[config.mk]
export PLATFORM = sky130hd
export DESIGN_NAME = multi_cycle_control_unit_flat
export DESIGN_NICKNAME = d
export VERILOG_FILES = /design/src/rtl/multi_cycle_control_unit_pkg.sv /design/src/rtl/multi_cycle_control_unit_if.sv /design/src/rtl/multi_cycle_control_unit_next_state.sv /design/src/rtl/multi_cycle_control_unit.sv /design/src/flat_wrapper.sv
export SDC_FILE = /design/constraint.sdc
export NUM_CORES = 1
export LEC_CHECK = 0
export ABC_AREA = 1
export BUFFER_PORTS_ARGS = -buffer_cell sky130_fd_sc_hd__buf_2
export CORE_UTILIZATION = 35
export CTS_CLUSTER_DIAMETER = 80
export DETAILED_ROUTE_END_ITERATION = 16
export GPL_TIMING_DRIVEN = 0
export PLACE_DENSITY = 0.57
export REMOVE_ABC_BUFFERS = 1
export SETUP_SLACK_MARGIN = 0.2
export SYNTH_ARGS = -nofsm -noshare
export SYNTH_HDL_FRONTEND = slang
export SYNTH_HIERARCHICAL = 1
export SYNTH_SLANG_ARGS = --single-unit
[constraint.sdc]
create_clock -name clk -period 1.45 [get_ports clk]
set_input_delay 0 -clock clk [delete_from_list [all_inputs] [get_ports clk]]
set_output_delay 0 -clock clk [all_outputs]
set_load 0.05 [all_outputs]
[src/rtl/multi_cycle_control_unit_pkg.sv]
// Shared definitions for the multi-cycle RV32I control unit: FSM state
// encodings, RV32I major opcodes and the datapath select constants that
// the control unit drives.
package multi_cycle_control_unit_pkg;

  typedef enum logic [3:0] {
    ST_RST  = 4'd0,
    ST_IF   = 4'd1,
    ST_ID   = 4'd2,
    ST_EX   = 4'd3,
    ST_MEM  = 4'd4,
    ST_WB   = 4'd5,
    ST_HALT = 4'd6
  } state_t;

  // RV32I major opcodes (IR[6:0])
  localparam logic [6:0] OP_ARITH     = 7'b0110011;
  localparam logic [6:0] OP_ARITH_IMM = 7'b0010011;
  localparam logic [6:0] OP_LOAD      = 7'b0000011;
  localparam logic [6:0] OP_STORE     = 7'b0100011;
  localparam logic [6:0] OP_BRANCH    = 7'b1100011;
  localparam logic [6:0] OP_JAL       = 7'b1101111;
  localparam logic [6:0] OP_JALR      = 7'b1100111;
  localparam logic [6:0] OP_ECALL     = 7'b1110011;

  // alu_class
  localparam logic [1:0] ALU_ADD    = 2'd0;
  localparam logic [1:0] ALU_BRANCH = 2'd1;
  localparam logic [1:0] ALU_FUNCT  = 2'd2;

  // mem_to_reg
  localparam logic [1:0] WB_ALUOUT = 2'd0;
  localparam logic [1:0] WB_MDR    = 2'd1;
  localparam logic [1:0] WB_PC4    = 2'd2;

  // alu_src_b
  localparam logic [1:0] SRCB_RS2  = 2'd0;
  localparam logic [1:0] SRCB_FOUR = 2'd1;
  localparam logic [1:0] SRCB_IMM  = 2'd2;

  // pc_source
  localparam logic [1:0] PCSRC_PC4    = 2'd0;
  localparam logic [1:0] PCSRC_ALU    = 2'd1;
  localparam logic [1:0] PCSRC_ALUOUT = 2'd2;

  function automatic logic opcode_known(input logic [6:0] op);
    case (op)
      OP_ARITH, OP_ARITH_IMM, OP_LOAD, OP_STORE,
      OP_BRANCH, OP_JAL, OP_JALR, OP_ECALL: return 1'b1;
      default:                              return 1'b0;
    endcase
  endfunction

endpackage

[src/rtl/multi_cycle_control_unit_if.sv]
// Unified memory port handshake between the control unit (master) and the
// memory (slave).
//   mem_read   request a read, held until mem_ready
//   mem_write  request a write, held until mem_ready
//   i_or_d     address select: 0 = PC (fetch), 1 = ALUOut (data)
//   mem_ready  memory completes the current request this cycle
interface multi_cycle_control_unit_if;
  logic mem_read;
  logic mem_write;
  logic i_or_d;
  logic mem_ready;

  modport master (output mem_read, output mem_write, output i_or_d, input mem_ready);
  modport slave  (input mem_read, input mem_write, input i_or_d, output mem_ready);
endinterface

[src/rtl/multi_cycle_control_unit_next_state.sv]
// Next-state logic for the multi-cycle control FSM.
//   state      current state
//   opcode     IR[6:0], meaningful from ID onward
//   mem_ready  memory completes the current request
//   is_halt    ECALL halts (x17 == 10)
//   next       state for the next cycle
module control_next_state
  import multi_cycle_control_unit_pkg::*;
(
  input  state_t     state,
  input  logic [6:0] opcode,
  input  logic       mem_ready,
  input  logic       is_halt,
  output state_t     next
);

  always_comb begin
    next = ST_RST;
    case (state)
      ST_RST:  next = ST_IF;
      ST_IF:   next = mem_ready ? ST_ID : ST_IF;
      ST_ID: begin
        case (opcode)
          OP_ARITH, OP_ARITH_IMM, OP_LOAD,
          OP_STORE, OP_BRANCH, OP_JALR: next = ST_EX;
          OP_JAL:                       next = ST_WB;
          OP_ECALL:                     next = is_halt ? ST_HALT : ST_IF;
          default:                      next = ST_IF;
        endcase
      end
      ST_EX: begin
        case (opcode)
          OP_LOAD, OP_STORE: next = ST_MEM;
          OP_BRANCH:         next = ST_IF;
          default:           next = ST_WB;
        endcase
      end
      ST_MEM: begin
        if (!mem_ready)             next = ST_MEM;
        else if (opcode == OP_LOAD) next = ST_WB;
        else                        next = ST_IF;
      end
      ST_WB:   next = ST_IF;
      ST_HALT: next = ST_HALT;
      default: next = ST_RST;
    endcase
  end

endmodule

[src/rtl/multi_cycle_control_unit.sv]
// Moore control FSM for the shared multi-cycle RV32I datapath
// (IF/ID/EX/MEM/WB). Outputs decode the state register, plus mem_ready
// for ir_write / store completion, bcond for branch pc_source and is_halt
// for ECALL retirement in ID.
//   clk, reset_n   clock, asynchronous active-low reset
//   opcode         IR[6:0]
//   bcond          branch condition from the ALU (EX of branches)
//   is_halt        x17 == 10 (ID of ECALL)
//   mem            memory handshake (master side)
//   ir_write .. pc_source   datapath enables and mux selects
//   halted         sticky, ECALL with is_halt retired
//   illegal_inst   one-cycle pulse in ID on an unknown opcode
//   mem_timeout    sticky, one request waited MEM_TIMEOUT cycles
module multi_cycle_control_unit
  import multi_cycle_control_unit_pkg::*;
#(
  parameter int unsigned STATE_W     = 4,
  parameter int unsigned MEM_TIMEOUT = 16
)
(
  input  logic                        clk,
  input  logic                        reset_n,
  input  logic [6:0]                  opcode,
  input  logic                        bcond,
  input  logic                        is_halt,
  multi_cycle_control_unit_if.master  mem,
  output logic                        ir_write,
  output logic                        reg_write,
  output logic [1:0]                  mem_to_reg,
  output logic                        alu_src_a,
  output logic [1:0]                  alu_src_b,
  output logic [1:0]                  alu_class,
  output logic                        pc_write,
  output logic [1:0]                  pc_source,
  output logic                        halted,
  output logic                        illegal_inst,
  output logic                        mem_timeout
);

  localparam int unsigned CNT_W = (MEM_TIMEOUT > 0) ? $clog2(MEM_TIMEOUT + 1) : 1;
  localparam logic [CNT_W-1:0] TMO = CNT_W'(MEM_TIMEOUT);

  logic [STATE_W-1:0] state_q;
  state_t             state;
  state_t             state_d;
  logic [CNT_W-1:0]   cnt_q;
  logic [CNT_W-1:0]   cnt_inc;
  logic               waiting;
  logic               mem_read_c;
  logic               mem_write_c;
  logic               i_or_d_c;

  // The register may be wider than the enum; only the low bits encode state.
  assign state   = state_t'(state_q[$bits(state_t)-1:0]);
  assign waiting = ((state == ST_IF) || (state == ST_MEM)) && !mem.mem_ready;
  assign cnt_inc = cnt_q + 1'b1;

  control_next_state u_next (
    .state     (state),
    .opcode    (opcode),
    .mem_ready (mem.mem_ready),
    .is_halt   (is_halt),
    .next      (state_d)
  );

  // Counter is zero whenever no request is stalled, so it is already clear
  // on every entry into IF or MEM.
  always_ff @(posedge clk or negedge reset_n) begin
    if (!reset_n) begin
      state_q     <= STATE_W'(ST_RST);
      cnt_q       <= '0;
      mem_timeout <= 1'b0;
    end else begin
      state_q <= STATE_W'(state_d);
      if (waiting) begin
        if (cnt_q != TMO) cnt_q <= cnt_inc;
        if ((MEM_TIMEOUT != 0) && (cnt_inc == TMO)) mem_timeout <= 1'b1;
      end else begin
        cnt_q <= '0;
      end
    end
  end

  always_comb begin
    mem_read_c   = 1'b0;
    mem_write_c  = 1'b0;
    i_or_d_c     = 1'b0;
    ir_write     = 1'b0;
    reg_write    = 1'b0;
    mem_to_reg   = WB_ALUOUT;
    alu_src_a    = 1'b0;
    alu_src_b    = SRCB_RS2;
    alu_class    = ALU_ADD;
    pc_write     = 1'b0;
    pc_source    = PCSRC_PC4;
    halted       = 1'b0;
    illegal_inst = 1'b0;
    case (state)
      ST_IF: begin
        mem_read_c = 1'b1;
        alu_src_b  = SRCB_FOUR;
        ir_write   = mem.mem_ready;
      end
      ST_ID: begin
        alu_src_b = SRCB_IMM;
        if (opcode == OP_ECALL) begin
          pc_write = !is_halt;
        end else if (!opcode_known(opcode)) begin
          illegal_inst = 1'b1;
          pc_write     = 1'b1;
        end
      end
      ST_EX: begin
        alu_src_a = 1'b1;
        case (opcode)
          OP_ARITH:     alu_class = ALU_FUNCT;
          OP_ARITH_IMM: begin
            alu_src_b = SRCB_IMM;
            alu_class = ALU_FUNCT;
          end
          OP_LOAD, OP_STORE, OP_JALR: alu_src_b = SRCB_IMM;
          OP_BRANCH: begin
            alu_class = ALU_BRANCH;
            pc_write  = 1'b1;
            pc_source = bcond ? PCSRC_ALUOUT : PCSRC_PC4;
          end
          default: ;
        endcase
      end
      ST_MEM: begin
        i_or_d_c    = 1'b1;
        mem_read_c  = (opcode == OP_LOAD);
        mem_write_c = (opcode == OP_STORE);
        pc_write    = (opcode == OP_STORE) && mem.mem_ready;
      end
      ST_WB: begin
        reg_write = 1'b1;
        pc_write  = 1'b1;
        case (opcode)
          OP_LOAD: mem_to_reg = WB_MDR;
          OP_JAL: begin
            mem_to_reg = WB_PC4;
            pc_source  = PCSRC_ALUOUT;
          end
          OP_JALR: begin
            // Keep the EX operands so the live ALU result is the jump target.
            mem_to_reg = WB_PC4;
            pc_source  = PCSRC_ALU;
            alu_src_a  = 1'b1;
            alu_src_b  = SRCB_IMM;
          end
          default: ;
        endcase
      end
      ST_HALT: halted = 1'b1;
      default: ;
    endcase
  end

  assign mem.mem_read  = mem_read_c;
  assign mem.mem_write = mem_write_c;
  assign mem.i_or_d    = i_or_d_c;

endmodule

[src/flat_wrapper.sv]
// flat-port wrapper written by rule: the top's interface ports become plain ports
module multi_cycle_control_unit_flat import multi_cycle_control_unit_pkg::*;
#(
  parameter int unsigned STATE_W     = 4,
  parameter int unsigned MEM_TIMEOUT = 16
)
  (clk, reset_n, opcode, bcond, is_halt, ir_write, reg_write, mem_to_reg, alu_src_a, alu_src_b, alu_class, pc_write, pc_source, halted, illegal_inst, mem_timeout, mem_mem_read, mem_mem_write, mem_i_or_d, mem_mem_ready);
  multi_cycle_control_unit_if mem_i ();
  input  logic clk;
  input  logic reset_n;
  input  logic [6:0] opcode;
  input  logic bcond;
  input  logic is_halt;
  output logic ir_write;
  output logic reg_write;
  output logic [1:0] mem_to_reg;
  output logic alu_src_a;
  output logic [1:0] alu_src_b;
  output logic [1:0] alu_class;
  output logic pc_write;
  output logic [1:0] pc_source;
  output logic halted;
  output logic illegal_inst;
  output logic mem_timeout;
  output wire logic [$bits(mem_i.mem_read)-1:0] mem_mem_read;
  output wire logic [$bits(mem_i.mem_write)-1:0] mem_mem_write;
  output wire logic [$bits(mem_i.i_or_d)-1:0] mem_i_or_d;
  input wire logic [$bits(mem_i.mem_ready)-1:0] mem_mem_ready;
  assign mem_mem_read = mem_i.mem_read;
  assign mem_mem_write = mem_i.mem_write;
  assign mem_i_or_d = mem_i.i_or_d;
  assign mem_i.mem_ready = mem_mem_ready;
  multi_cycle_control_unit #(.STATE_W(STATE_W), .MEM_TIMEOUT(MEM_TIMEOUT)) u_core (.clk(clk), .reset_n(reset_n), .opcode(opcode), .bcond(bcond), .is_halt(is_halt), .mem(mem_i), .ir_write(ir_write), .reg_write(reg_write), .mem_to_reg(mem_to_reg), .alu_src_a(alu_src_a), .alu_src_b(alu_src_b), .alu_class(alu_class), .pc_write(pc_write), .pc_source(pc_source), .halted(halted), .illegal_inst(illegal_inst), .mem_timeout(mem_timeout));
endmodule
Word level (Yosys, flattened, before mapping)
Cells that the tools add are included.

word-level totals
  bits in registers = 10
  output and inout port bits = 18
  word-level logic and storage cells = 72

cells by class
  reduce and logical (&&, ||, !) cells = 14
  muxes and demuxes = 37
  equality and inequality tests = 17
  $add $sub $neg = 1

operators by type and width
  cell                                            number
  == test 7 bit (second input constant)           4
  case mux 4 bit (6 select lines)                 1
  case mux 2 bit (2 select lines)                 4
  == test 7 x 6 -> 1 bit (second input constant)  2
  2-to-1 mux 1 bit                                14
  2-to-1 mux 2 bit                                7
  == test 4 x 3 -> 1 bit (second input constant)  3
  2-to-1 mux 5 bit                                2
  2-to-1 mux 3 bit                                3
  case mux 3 bit (3 select lines)                 1
  == test 4 x 2 -> 1 bit (second input constant)  2
  case mux 2 bit (4 select lines)                 1
  OR reduction 2 bit                              4
  OR reduction 8 bit                              1
  == test 7 x 2 -> 1 bit (second input constant)  1
  == test 7 x 5 -> 1 bit (second input constant)  1
  case mux 3 bit (2 select lines)                 1
  OR reduction 6 bit                              1
  adder 5 x 1 -> 5 bit (second input constant)    1
  == test 5 bit (second input constant)           1
  inequality test 5 bit (second input constant)   1
  == test 4 x 1 -> 1 bit (second input constant)  1
  logical NOT 4 bit                               1
  case mux 1 bit (2 select lines)                 2
  other kinds (7)                                 9

Depth between registers and ports, before layout
  depth after elaboration = 8
  depth in mapped cells = 7
  mapped depth without buffers = 7

By module
The synthesis kept the hierarchy.

by module, submodules not included
  module                    cells an instance  area an instance (µm²)  seq. area each (µm²)  instances
  multi_cycle_control_unit  111                745.7                   250.2                 1
  control_next_state        68                 320.3                   0.0                   1

Worst setup path before layout
No wires, ideal clock.

  kind = reg2out
  start point = register u_core.state_q[1] (netlist: u_core/state[1])
  end point = output mem_mem_write
  arrival = 2.141 ns
  path slack = -0.691 ns
  data required time = 1.450 ns
  stages on the path, launching flop included = 4
  path through = dfrtp_1 > nor2_1 > nand3_1 > nor4_1

between the ends
  cells in the longest elaborated chain, start to end = 2

RTL lines
  what                    RTL line                        text
  start, declared         multi_cycle_control_unit.sv:43  logic [STATE_W-1:0] state_q;
  start signal, assigned  multi_cycle_control_unit.sv:70  state_q <= STATE_W'(ST_RST);
  start signal, assigned  multi_cycle_control_unit.sv:74  state_q <= STATE_W'(state_d);
  == test 4 x 3 -> 1 bit  multi_cycle_control_unit.sv:98  case (state)
  2-to-1 mux 1 bit        multi_cycle_control_unit.sv:98
  end, declared           flat_wrapper.sv:26              output wire logic [$bits(mem_i.mem_write)-1:0] mem_mem_write;

No other way between the ends.

Final worst setup path
  start point = register u_core.state_q[3] (netlist: u_core/state[3])
  end point = output pc_write

between the ends
  cells in the longest elaborated chain, start to end = 2
  elaborated cells between the ends (all ways) = 5

RTL lines
  what                                                                     RTL line                        text
  == test 4 x 3 -> 1 bit / == test 4 x 2 -> 1 bit (equally long branches)  multi_cycle_control_unit.sv:98
  case mux 1 bit (4 select lines) (*)                                      multi_cycle_control_unit.sv:98
  end, declared                                                            flat_wrapper.sv:20              output logic pc_write;

Every way passes the cells marked *; elsewhere a longest branch is shown, timed or not.

==> impl_metrics.yaml <==
status:
  status: "finished with violations"
  violations: "design-rule violations, negative setup slack"
sta:
  setup_violations: 7
  worst_slack_ns: -0.0572
  finalMaxSlewViolations: 0
  whs_ns: 0.100
  max_freq_ghz: 0.663
  min_period_over_period_pct: 104
  rsz0062_at_grt: "true"
  fin_skew_ns: 0.00429
  fin_setup_tns_ns: -0.175
  fin_crit_ns: 1.51
  hold_violations: 0
yosys:
  yosys.area.top_type: "dfrtp_1"
  synth_warnings: 6
  seq_area_frac_synth_pct: 23.5
  ys_seq_elements: 10
  syn_area_sq_um: 1070
  ys_types: 24
  synth_area_leaders: "dfrtp_1 (23%), nand2_1 (18%), inv_1 (11%)"
  syn_inst: 179
  synth_enable_flop_cells: 0
  syn_area_per_cell_sq_um: 5.96
  synth.top_cell.area_share_pct: 23.5
  synthFlopType: "dfrtp_1"
  async_flop_share_pct: 100
global_route:
  grt_overflow: 0
  grt_pass1_wl_mm: 4.57
  grt_max_degree: 11
  antenna_found_initial: 0
  grt_pass1_vias: 1142
  grt_usage_pct: 17.6
detailed_routing:
  postRouteAntennaNets: 0
  drt_pass1_iterations: 10
  drt-total-wl_mm: 2.94
  vias: 1264
  vias_per_cell: 4.96
  post_drt_wl_per_cell_um: 11.5
  drcViolationCount: 1
  drt_iter0_drc: 33
hold_path:
  min_path_cells: 4
  hold_class: "input pin to flip-flop"
place:
  gp_congestion: 0.812
  portBuffers: 29
  pre_cts_ws_ns: -0.108
  dp_hpwl_mm: 2.02
critical_path:
  cp-end-kind: "primary output"
  rr_worst_depth: 7
  crit_path_end: "pc_write"
  crit_fanout: 3
  cp-start-kind: "flip-flop"
  reg2reg_to: "u_core/cnt_q[2]$_DFFE_PN0P_"
  path_class: "flip-flop to primary output"
  reg2reg_from: "u_core/state[3]$_DFF_PN0_"
  startpoint: "u_core/state[3]$_DFF_PN0_"
  required_ns: 1.45
  r2r_setup_slack_ns: 0.02
  arrival_ns: 1.51
layout:
  nFillCells: 284
  nets: 240
  layout_commonest_cell: "nand2_1"
  multi_input_area_sq_um: 771
  mostFrequentLayoutCells: "nand2_1 (47), inv_1 (23), nand3_1 (16), nor2_1 (16), buf_4 (15)"
  syn2layout_area_growth_pct: 50.7
  regArea_sq_um: 255
  drive_gt1_share_pct: 39.7
  antenna_cells: 0
cts:
  tritoncts: "yes"
  root_buffer: "clkbuf_4"
  cts_buffers: 3
  clock-sinks: 10
  htreeDepth: 1
  cts.path.max_buffers: 2
  clk_pin_slew_worst_paths_ns: 0.07
  clk-insertion-delay-late_ns: 0.26
power_and_ir_drop:
  ir_drop_uv: 256
  p_leak_nw: 0.809
  power_switching_mw: 0.434
  pwr_density_cell_nw_per_um2: 660
  switching_share_pct: 40.9
  clockPowerShare_pct: 23.5
  seqPwrFrac_pct: 31.3
  internal_power_mw: 0.627
  combPwrFrac_pct: 45.2
floorplan:
  num_rows: 19
  initial_utilization_pct: 37.7
  die_x_um: 57.2
  io_pins: 30
  dieArea_sq_um: 3270
  core_sq_um: 2830
  die_y_um: 57.2
flow_run:
  drv_cap: 0
[metrics by stage]
step / power (mW) / utilization (%) / std cells / instance area (sq um)
after global routing: 1.12 / 56.8 / 255 / 1610
after global placement: 0.660 / 43.7 / 237 / 1230
final: 1.06 / 56.8 / 255 / 1610
after detailed placement: 0.667 / 43.7 / 237 / 1230
after floorplan: 0.576 / - / 177 / 1050
after CTS: 1.00 / 52.6 / 251 / 1490
[repair_timing]
item / in CTS / in global routing
endpoints found under the setup margin: 23 / 26
gates resized for setup: 50 / 25
hold endpoints to repair: 10 / 0
buffers inserted: 9 / 4
pin swaps: 10 / 9
hold buffers: 1 / 0
[cell usage after synthesis (2+ instances only)]
library cell and count:
inv_1 30, a21oi_1 2, nor3_4 2, inv_2 4, nand2_1 50, o21ai_0 2, nand3_1 22, nor2_1 23
nand4_1 5, buf_4 2, nor2_4 3, ha_1 3, nor3_1 7, xor2_1 2, nor2_2 3, xnor2_1 2
dfrtp_1 10
[logic make-up after synthesis]
logic type	synth area share [%]
AO/OA/AOI/OAI	2.58
XOR/XNOR	3.29
adder cells (fa/ha/maj)	3.52
buffers and inverters	13.4
flip-flops	23.5
other	0.352
AND/OR/NAND/NOR	53.4
[worst min path at each step]
stage	slack, ns	start	end
final	0.1	mem_mem_ready	u_core/state[2]$_DFF_PN0_
after global routing	0.14	mem_mem_ready	u_core/state[2]$_DFF_PN0_
after CTS	0.10	mem_mem_ready	u_core/state[2]$_DFF_PN0_
after detailed placement	-0.12	reset_n	u_core/mem_timeout$_DFFE_PN0P_
after global placement	-0.13	reset_n	u_core/mem_timeout$_DFFE_PN0P_
after floorplan	-0.30	reset_n	u_core/cnt_q[0]$_DFFE_PN0P_
[sequential cells by signal, summed over array words and instances (netlist names)]
name,cells
u_core/mem_timeout,1
u_core/state,4
u_core/cnt_q,5
[critical path: stages, from the launching register on]
cell     delay (ns)
dfrtp_2        0.43
buf_4          0.16
nor2_4         0.12
nand3_2        0.10
inv_1          0.09
nand3_2        0.10
nand3_2        0.10
buf_8          0.15
[power by group through the flow]
stage	clock network, mW	registers (mW)	logic (mW)
5_1_grt	0.263	0.337	0.516
3_5_place_dp	0	0.363	0.304
2_1_floorplan	0	0.350	0.226
3_3_place_gp	0	0.362	0.299
6_report	0.249	0.332	0.479
4_1_cts	0.255	0.331	0.416
[per-layer routing]
metal,track usage [%],vias up,share of wire (%)
li1,-,648,-
met1,20.3,580,42
met2,33.6,34,53
met3,2.49,2,4.3
met4,4.88,0,0.34
met5,0,-,0
[layout make-up]
type                    count  share of cell area, %
flip-flops and latches     10                   15.9
multi-input cells         133                   48.0
well taps                  31                   2.41
clock buffers               4                   2.26
inverters                  34                   7.94
repair buffers             43                   23.5
Note: power is estimated with default switching activity, not from simulation.
